$ cat config.mk
export PLATFORM = sky130hd
export DESIGN_NAME = vram_scan_arbiter_flat
export DESIGN_NICKNAME = d
export VERILOG_FILES = /design/src/rtl/vram_scan_arbiter_pkg.sv /design/src/rtl/vram_scan_arbiter_if.sv /design/src/rtl/vram_scan_arbiter_sync_fifo.sv /design/src/rtl/vram_scan_arbiter.sv /design/src/flat_wrapper.sv
export SDC_FILE = /design/constraint.sdc
export NUM_CORES = 1
export LEC_CHECK = 0
export ABC_AREA = 1
export BUFFER_PORTS_ARGS = -buffer_cell sky130_fd_sc_hd__buf_2
export CELL_PAD_IN_SITES_DETAIL_PLACEMENT = 0
export CELL_PAD_IN_SITES_GLOBAL_PLACEMENT = 1
export CORE_ASPECT_RATIO = 1.5
export CORE_MARGIN = 5
export CORE_UTILIZATION = 43
export CTS_CLUSTER_DIAMETER = 200
export CTS_CLUSTER_SIZE = 24
export DETAILED_ROUTE_END_ITERATION = 10
export PLACE_DENSITY_LB_ADDON = 0.1
export SYNTH_ARGS = -nofsm -noshare
export SYNTH_HDL_FRONTEND = slang
export SYNTH_SLANG_ARGS = --single-unit
$ cat constraint.sdc
create_clock -name pclk -period 3.46 [get_ports pclk]
set_input_delay 0.692 -clock pclk [delete_from_list [all_inputs] [get_ports pclk]]
set_output_delay 0.692 -clock pclk [all_outputs]
set_load 0.01 [all_outputs]
$ cat src/rtl/vram_scan_arbiter_pkg.sv
// Shared VGA / frame-buffer constants and types for the scan-out arbiter slice.
// Values match the 640x480 timing generator feeding this block.
package vram_scan_arbiter_pkg;

    localparam int HD         = 640;
    localparam int VD         = 480;
    localparam int FB_WIDTH   = 320;
    localparam int FB_HEIGHT  = 240;
    localparam int PIX_W      = 12;
    localparam int ADDR_W     = 17;
    localparam int WQ_ENTRIES = 4;

    typedef logic [PIX_W-1:0] pixel_t;

endpackage

$ cat src/rtl/vram_scan_arbiter_if.sv
// Write-request and RAM port bundle of the frame-buffer arbiter.
// The slave modport is the arbiter side; master is the requester/RAM side.
interface vram_scan_arbiter_if #(
    parameter int AW = vram_scan_arbiter_pkg::ADDR_W,
    parameter int DW = vram_scan_arbiter_pkg::PIX_W
);
    logic          wr_valid;
    logic [AW-1:0] wr_addr;
    logic [DW-1:0] wr_data;
    logic          wr_ready;

    logic          mem_en;
    logic          mem_we;
    logic [AW-1:0] mem_addr;
    logic [DW-1:0] mem_wdata;
    logic [DW-1:0] mem_rdata;

    modport master (
        output wr_valid, wr_addr, wr_data, mem_rdata,
        input  wr_ready, mem_en, mem_we, mem_addr, mem_wdata
    );

    modport slave (
        input  wr_valid, wr_addr, wr_data, mem_rdata,
        output wr_ready, mem_en, mem_we, mem_addr, mem_wdata
    );

endinterface

$ cat src/rtl/vram_scan_arbiter_sync_fifo.sv
// Small synchronous FIFO used as the game-logic write queue.
// Push is ignored when full, pop is ignored when empty; head data is registered storage only.
module sync_fifo #(
    parameter int WIDTH = 29,
    parameter int DEPTH = 4
) (
    input  logic             pclk,
    input  logic             reset,
    input  logic             i_push,
    input  logic             i_pop,
    input  logic [WIDTH-1:0] i_data,
    output logic [WIDTH-1:0] o_data,
    output logic             o_full,
    output logic             o_empty
);
    localparam int PW = $clog2(DEPTH);
    localparam int CW = DEPTH + 1;

    logic [WIDTH-1:0] r_mem [DEPTH];
    logic [PW-1:0]    r_wr_ptr;
    logic [PW-1:0]    r_rd_ptr;
    logic [CW-1:0]    r_count;
    logic             w_push;
    logic             w_pop;

    assign o_full  = (r_count == CW'(DEPTH));
    assign o_empty = (r_count == '0);
    assign w_push  = i_push && !o_full;
    assign w_pop   = i_pop && !o_empty;
    assign o_data  = r_mem[r_rd_ptr];

    // Pointers wrap naturally because DEPTH is a power of two.
    always_ff @(posedge pclk) begin
        if (reset) begin
            r_wr_ptr <= '0;
            r_rd_ptr <= '0;
            r_count  <= '0;
        end else begin
            if (w_push) r_wr_ptr <= r_wr_ptr + 1'b1;
            if (w_pop)  r_rd_ptr <= r_rd_ptr + 1'b1;
            case ({w_push, w_pop})
                2'b10:   r_count <= r_count + 1'b1;
                2'b01:   r_count <= r_count - 1'b1;
                default: r_count <= r_count;
            endcase
        end
    end

    always_ff @(posedge pclk) begin
        if (w_push) r_mem[r_wr_ptr] <= i_data;
    end

endmodule

$ cat src/rtl/vram_scan_arbiter.sv
// Frame-buffer RAM owner: display reads take every even visible pixel slot, queued
// game writes drain in the remaining slots, and VGA outputs are re-aligned to the read pipe.
module vram_scan_arbiter
    import vram_scan_arbiter_pkg::*;
#(
    parameter int FB_W     = FB_WIDTH,
    parameter int FB_H     = FB_HEIGHT,
    parameter int AW       = ADDR_W,
    parameter int DW       = PIX_W,
    parameter int WQ_DEPTH = WQ_ENTRIES
) (
    input  logic          pclk,
    input  logic          reset,
    input  logic [9:0]    i_h_cnt,
    input  logic [9:0]    i_v_cnt,
    input  logic          i_valid,
    input  logic          i_hsync_in,
    input  logic          i_vsync_in,
    vram_scan_arbiter_if.slave bus,
    output logic [DW-1:0] o_pix_rgb,
    output logic          o_hsync,
    output logic          o_vsync,
    output logic          o_frame_tick,
    output logic          o_wq_empty,
    output logic          o_wr_oob
);
    localparam logic [AW-1:0] FB_SIZE = AW'(FB_W * FB_H);
    localparam logic [AW-1:0] FB_W_K  = AW'(FB_W);

    logic [AW-1:0]    w_row;
    logic [AW-1:0]    w_col;
    logic [AW-1:0]    w_row_base;
    logic [AW-1:0]    w_disp_addr;
    logic [AW+DW-1:0] w_head;
    logic [AW-1:0]    w_head_addr;
    logic [DW-1:0]    w_head_data;
    logic             w_full;
    logic             w_empty;
    logic             w_disp_slot;
    logic             w_wr_slot;
    logic             w_in_range;

    logic             r_valid_d1;
    logic             r_valid_d2;
    logic             r_hs_d1;
    logic             r_hs_d2;
    logic             r_vs_d1;
    logic             r_vs_d2;
    logic             r_rd_d1;
    logic [DW-1:0]    r_pix;
    logic             r_vs_prev;
    logic             r_frame_tick;
    logic             r_wr_oob;

    sync_fifo #(
        .WIDTH (AW + DW),
        .DEPTH (WQ_DEPTH)
    ) u_wq (
        .pclk    (pclk),
        .reset   (reset),
        .i_push  (bus.wr_valid),
        .i_pop   (w_wr_slot),
        .i_data  ({bus.wr_addr, bus.wr_data}),
        .o_data  (w_head),
        .o_full  (w_full),
        .o_empty (w_empty)
    );

    assign w_head_addr = w_head[AW+DW-1:DW];
    assign w_head_data = w_head[DW-1:0];
    assign w_in_range  = (w_head_addr < FB_SIZE);
    assign w_disp_slot = i_valid && !i_h_cnt[0];
    assign w_wr_slot   = !w_disp_slot && !w_empty;
    assign bus.wr_ready = !w_full;

    // Each stored pixel covers a 2x2 block of screen pixels, hence the halved counts.
    assign w_row = AW'(i_v_cnt >> 1);
    assign w_col = AW'(i_h_cnt >> 1);

    always_comb begin
        w_row_base = '0;
        for (int i = 0; i < AW; i++) begin
            if (FB_W_K[i]) w_row_base = w_row_base + (w_row << i);
        end
    end

    assign w_disp_addr = w_row_base + w_col;

    // RAM port mux; out-of-range queue entries are popped without touching the RAM.
    always_comb begin
        bus.mem_en    = 1'b0;
        bus.mem_we    = 1'b0;
        bus.mem_addr  = '0;
        bus.mem_wdata = '0;
        if (!reset) begin
            if (w_disp_slot) begin
                bus.mem_en   = 1'b1;
                bus.mem_addr = w_disp_addr;
            end else if (w_wr_slot && w_in_range) begin
                bus.mem_en    = 1'b1;
                bus.mem_we    = 1'b1;
                bus.mem_addr  = w_head_addr;
                bus.mem_wdata = w_head_data;
            end
        end
    end

    // Two-stage alignment pipe: slot cycle, RAM latency cycle, then presentation.
    always_ff @(posedge pclk) begin
        if (reset) begin
            r_valid_d1   <= 1'b0;
            r_valid_d2   <= 1'b0;
            r_hs_d1      <= 1'b1;
            r_hs_d2      <= 1'b1;
            r_vs_d1      <= 1'b1;
            r_vs_d2      <= 1'b1;
            r_rd_d1      <= 1'b0;
            r_pix        <= '0;
            r_vs_prev    <= 1'b1;
            r_frame_tick <= 1'b0;
            r_wr_oob     <= 1'b0;
        end else begin
            r_valid_d1   <= i_valid;
            r_valid_d2   <= r_valid_d1;
            r_hs_d1      <= i_hsync_in;
            r_hs_d2      <= r_hs_d1;
            r_vs_d1      <= i_vsync_in;
            r_vs_d2      <= r_vs_d1;
            r_rd_d1      <= w_disp_slot;
            if (r_rd_d1) r_pix <= bus.mem_rdata;
            r_vs_prev    <= i_vsync_in;
            r_frame_tick <= r_vs_prev && !i_vsync_in;
            if (w_wr_slot && !w_in_range) r_wr_oob <= 1'b1;
        end
    end

    assign o_pix_rgb    = r_valid_d2 ? r_pix : '0;
    assign o_hsync      = r_hs_d2;
    assign o_vsync      = r_vs_d2;
    assign o_frame_tick = r_frame_tick;
    assign o_wq_empty   = w_empty;
    assign o_wr_oob     = r_wr_oob;

endmodule

$ cat src/flat_wrapper.sv
// flat-port wrapper written by rule: the top's interface ports become plain ports
module vram_scan_arbiter_flat import vram_scan_arbiter_pkg::*;
#(
    parameter int FB_W     = FB_WIDTH,
    parameter int FB_H     = FB_HEIGHT,
    parameter int AW       = ADDR_W,
    parameter int DW       = PIX_W,
    parameter int WQ_DEPTH = WQ_ENTRIES
)
  (pclk, reset, i_h_cnt, i_v_cnt, i_valid, i_hsync_in, i_vsync_in, o_pix_rgb, o_hsync, o_vsync, o_frame_tick, o_wq_empty, o_wr_oob, bus_wr_valid, bus_wr_addr, bus_wr_data, bus_mem_rdata, bus_wr_ready, bus_mem_en, bus_mem_we, bus_mem_addr, bus_mem_wdata);
  vram_scan_arbiter_if #(.AW(AW), .DW(DW)) bus_i ();
  input  logic pclk;
  input  logic reset;
  input  logic [9:0] i_h_cnt;
  input  logic [9:0] i_v_cnt;
  input  logic i_valid;
  input  logic i_hsync_in;
  input  logic i_vsync_in;
  output logic [DW-1:0] o_pix_rgb;
  output logic o_hsync;
  output logic o_vsync;
  output logic o_frame_tick;
  output logic o_wq_empty;
  output logic o_wr_oob;
  input wire logic [$bits(bus_i.wr_valid)-1:0] bus_wr_valid;
  input wire logic [$bits(bus_i.wr_addr)-1:0] bus_wr_addr;
  input wire logic [$bits(bus_i.wr_data)-1:0] bus_wr_data;
  input wire logic [$bits(bus_i.mem_rdata)-1:0] bus_mem_rdata;
  output wire logic [$bits(bus_i.wr_ready)-1:0] bus_wr_ready;
  output wire logic [$bits(bus_i.mem_en)-1:0] bus_mem_en;
  output wire logic [$bits(bus_i.mem_we)-1:0] bus_mem_we;
  output wire logic [$bits(bus_i.mem_addr)-1:0] bus_mem_addr;
  output wire logic [$bits(bus_i.mem_wdata)-1:0] bus_mem_wdata;
  assign bus_i.wr_valid = bus_wr_valid;
  assign bus_i.wr_addr = bus_wr_addr;
  assign bus_i.wr_data = bus_wr_data;
  assign bus_i.mem_rdata = bus_mem_rdata;
  assign bus_wr_ready = bus_i.wr_ready;
  assign bus_mem_en = bus_i.mem_en;
  assign bus_mem_we = bus_i.mem_we;
  assign bus_mem_addr = bus_i.mem_addr;
  assign bus_mem_wdata = bus_i.mem_wdata;
  vram_scan_arbiter #(.FB_W(FB_W), .FB_H(FB_H), .AW(AW), .DW(DW), .WQ_DEPTH(WQ_DEPTH)) u_core (.pclk(pclk), .reset(reset), .i_h_cnt(i_h_cnt), .i_v_cnt(i_v_cnt), .i_valid(i_valid), .i_hsync_in(i_hsync_in), .i_vsync_in(i_vsync_in), .bus(bus_i), .o_pix_rgb(o_pix_rgb), .o_hsync(o_hsync), .o_vsync(o_vsync), .o_frame_tick(o_frame_tick), .o_wq_empty(o_wq_empty), .o_wr_oob(o_wr_oob));
endmodule
==> results.toml <==
[final_layout]
area_growth_pct = 21.63
multi_input_area_um2 = 2093
drive_above_1_share_pct = 22.72
post-route-util_pct = 53.09
seqCellArea_um2 = 4125
nFillCells = 1454
final_nets = 848

[worst_setup_path]
crit_required_ns = 2.77
worstReg2RegEnd = "u_core.u_wq.r_count[4]"
crit_cells = 15
worst_path_max_delay_cell = "fa_1"
path_delay_family = "adder cells"
crit_path_frequent_cell = "nand2_1"
timing.rr.start = "u_core.u_wq.r_count[1]"
critPathArrivalTime_ns = 2.53
cp-startpoint = "i_h_cnt[9]"
crit_type = "in -> out"
crit_chain = "buf_2 > inv_1 > fa_1 > inv_1 > ha_1 > nand3_1 > nand2_1 > nand3_1 > nand2_1 > nand2_1 > nand2_1 > nand2_1 > nand3_1 > nand2_1 > buf_2"
crit_path_max_fanout = 4
crit_end = "bus_mem_addr[14]"
crit_path_start_kind = "input pin"
path_buf_inv = 4
max_stage_delay_ns = 0.53
crit_path_end_kind = "output pin"
r2r_slack_ns = 0.89
reg2reg_depth = 10

[logic_synthesis]
yosys.area.top_type_share_pct = 53.19
syn-num-nets = 731
yosysUniqueCellTypes = 27
yosysSeqAreaShare_pct = 62.97
synth_edf_count = 116
ys_warn_count = 0
netlist_instances = 636
synth_most_common_cell = "nand2_1"
synth_commonest_cells = "151 x nand2_1, 116 x edfxtp_1, 71 x nor2_1"
synth_area_um2 = 6549
avgSynthCellArea_um2 = 10.30
synthTopCellsByArea = "edfxtp_1 53%, dfxtp_1 9.8%, nand2_1 8.7%"
synth-async-reset-ratio_pct = 0
ys_ff_latch = 148
synth_top_flop_cell = "edfxtp_1"
yosys.area.top_type = "edfxtp_1"

[timing]
finalCriticalPeriod_ns = 3.220
finalHoldViolations = 0
relSlewSlack_pct = 65.48
setup_viol_count_final = 0
rsz0062_at_grt = "no"
fmax_mhz = 310.6
max_slew.worst_pin.slew_ns = 0.5166
skew_ns = 0.01142
setup_tns_ns = 0
setup_ws_ns = 0.2400
timing.final.crit_share_pct = 93.06
drv_slew = 0

[drt]
route.met2.wl_um = 7747
viasPerCell = 4.839
via_count = 4674
met3WireLength_um = 804
drt-met1-wl_um = 5689
drtAntennaViolNets = 0
post-route-drc-count = 0
drt_first_iter_violations = 171
firstDrtPassIters = 4
top_layer_used = "met5"
wl_um = 14310
wl_per_cell_um = 14.81

[clock_network]
clock-sinks = 148
cts_tree = "built"
numCtsBuffers = 17
h-tree-depth = 4
clkLatencyLatePin_ns = 0.41
cts_buffer_depth = 2
clock-root-buffer = "clkbuf_16"
clk_pin_slew_ns = 0.06

[floorplanning]
core_area_um2 = 15000
start_util_pct = 43.65
num_rows = 55
die-area_um2 = 17850
die_height_um = 161.1
boundaryPins = 116
die_w_um = 110.8

[placement]
dp_hpwl_um = 9761
preCtsSetupSlack_ns = 0.07332
gp_congestion = 0.7981
portBuffers = 114

[grt]
grt_pass1_wl_um = 23490
grt_pass1_vias = 4811
gr-total-overflow = 0
track_usage_pct = 16.46
grt_max_degree = 33
antenna_found_initial = 1

[power]
ir_worst_vdd_v = 0.0003798
p_clk_share_pct = 32.2
netSwitchingPower_w = 0.001882
power.density_nw_per_um2 = 711.4
p_int_w = 0.003784
leakage_nw = 3.531
switching_share_pct = 33.21
pwr-share-seq_pct = 38.9
pwr-share-comb_pct = 28.9

[hold_path]
hold_path.class = "reg -> reg"

[run]
cap_viol_max_count = 0

[status]
status = "complete, no violations"
-- what timing repair did --
| action | in CTS | in global routing |
|---|---|---|
| hold buffers | 0 | 0 |
| gates resized for setup | 0 | 5 |
| buffers inserted | 0 | 0 |
| setup endpoints to repair | 0 | 14 |
-- state kept, by name, indices dropped and copies added, names as in the netlist, 2 cells and up, named ones only --
| signal | count |
|---|---|
| u_core.u_wq.r_mem | 116 |
| u_core.u_wq.r_wr_ptr | 2 |
| u_core.u_wq.r_count | 5 |
| u_core.u_wq.r_rd_ptr | 2 |
| u_core.r_pix | 12 |
-- metrics by stage --
stage / power (W) / cell area (um^2) / instances / hold slack [ns]
after floorplan: 0.003370 / 6549 / 636 / 0.3883
after global placement: 0.003866 / 7356 / 933 / 0.3935
after detailed placement: 0.003909 / 7356 / 933 / 0.3996
after CTS: 0.005746 / 7951 / 965 / 0.4158
after global routing: 0.006035 / 7963 / 965 / 0.4257
final: 0.005666 / 7965 / 966 / 0.4132
-- worst min path at each step --
stage                            from                 to  slack [ns]  cells past startpoint
detailed placement     u_core.r_hs_d1     u_core.o_hsync        0.40                      1
floorplan           u_core.r_valid_d1  u_core.r_valid_d2        0.39                      2
finish                 u_core.r_hs_d1     u_core.o_hsync        0.41                      1
global route           u_core.r_hs_d1     u_core.o_hsync        0.43                      1
global placement       u_core.r_hs_d1     u_core.o_hsync        0.39                      1
CTS                    u_core.r_hs_d1     u_core.o_hsync        0.42                      1
-- logic make-up after synthesis --
kind of cell	Yosys count	share of synthesized area [%]
AND/OR/NAND/NOR	260	16.03
adder cells (fa/ha/maj)	28	5.694
AO/OA/AOI/OAI	102	8.980
XOR/XNOR	5	0.6688
flip-flops	148	62.97
buffers and inverters	93	5.655
-- cell usage in the layout (no fill, tap or decap), drive strengths merged --
| cell type | netlist | layout |
|---|---|---|
| buf | 9 | 124 |
| xnor2 | 3 | 3 |
| nand4 | 4 | 4 |
| o21bai | 1 | 1 |
| nor2 | 71 | 71 |
| or2 | 5 | 5 |
| bufinv | 0 | 2 |
| nor3 | 1 | 1 |
| nand3 | 26 | 26 |
| inv | 67 | 75 |
| nand2 | 153 | 153 |
| a32o | 12 | 12 |
| ha | 25 | 25 |
| o22ai | 10 | 10 |
| diode | 0 | 1 |
| o21ai | 48 | 48 |
| clkinv | 0 | 1 |
| clkbuf | 17 | 18 |
| dfxtp | 32 | 32 |
| fa | 3 | 3 |
| edfxtp | 116 | 116 |
| a21oi | 29 | 29 |
| xor2 | 2 | 2 |
| clkinvlp | 0 | 3 |
| a31oi | 2 | 2 |
-- power groups by stage --
stage | sequential [W] | combinational [W] | clock [W]
final | 0.00220 | 0.00164 | 0.00182
after global routing | 0.00222 | 0.00187 | 0.00194
after CTS | 0.00220 | 0.00167 | 0.00187
after detailed placement | 0.00224 | 0.00167 | 0
after global placement | 0.00223 | 0.00163 | 0
after floorplan | 0.00222 | 0.00115 | 0
-- final cells by class --
cell class	instances	area share (%)
antenna	1	0.03142
clock buffer	18	5.388
clock inverter	14	2.089
inverter	67	3.189
multi-input combinational	395	26.28
sequential	148	51.79
tap	199	3.126
timing repair buffer	124	8.106
-- worst register-to-register path: stages, from the launching register on --
cell	delay (ns)
dfxtp_1	0.34
nor2_1	0.14
nand4_1	0.11
nand2_1	0.41
ha_1	0.37
inv_1	0.09
fa_1	0.41
o21ai_0	0.25
xor2_1	0.18
nand2_1	0.07
a21oi_1	0.12
-- routing by layer --
layer	vias to the layer above	global-route usage (%)
li1	2381	-
met1	2170	17.37
met2	117	31.24
met3	4	4.985
met4	2	4.874
met5	-	0
Note: power is estimated with default switching activity, not from simulation.
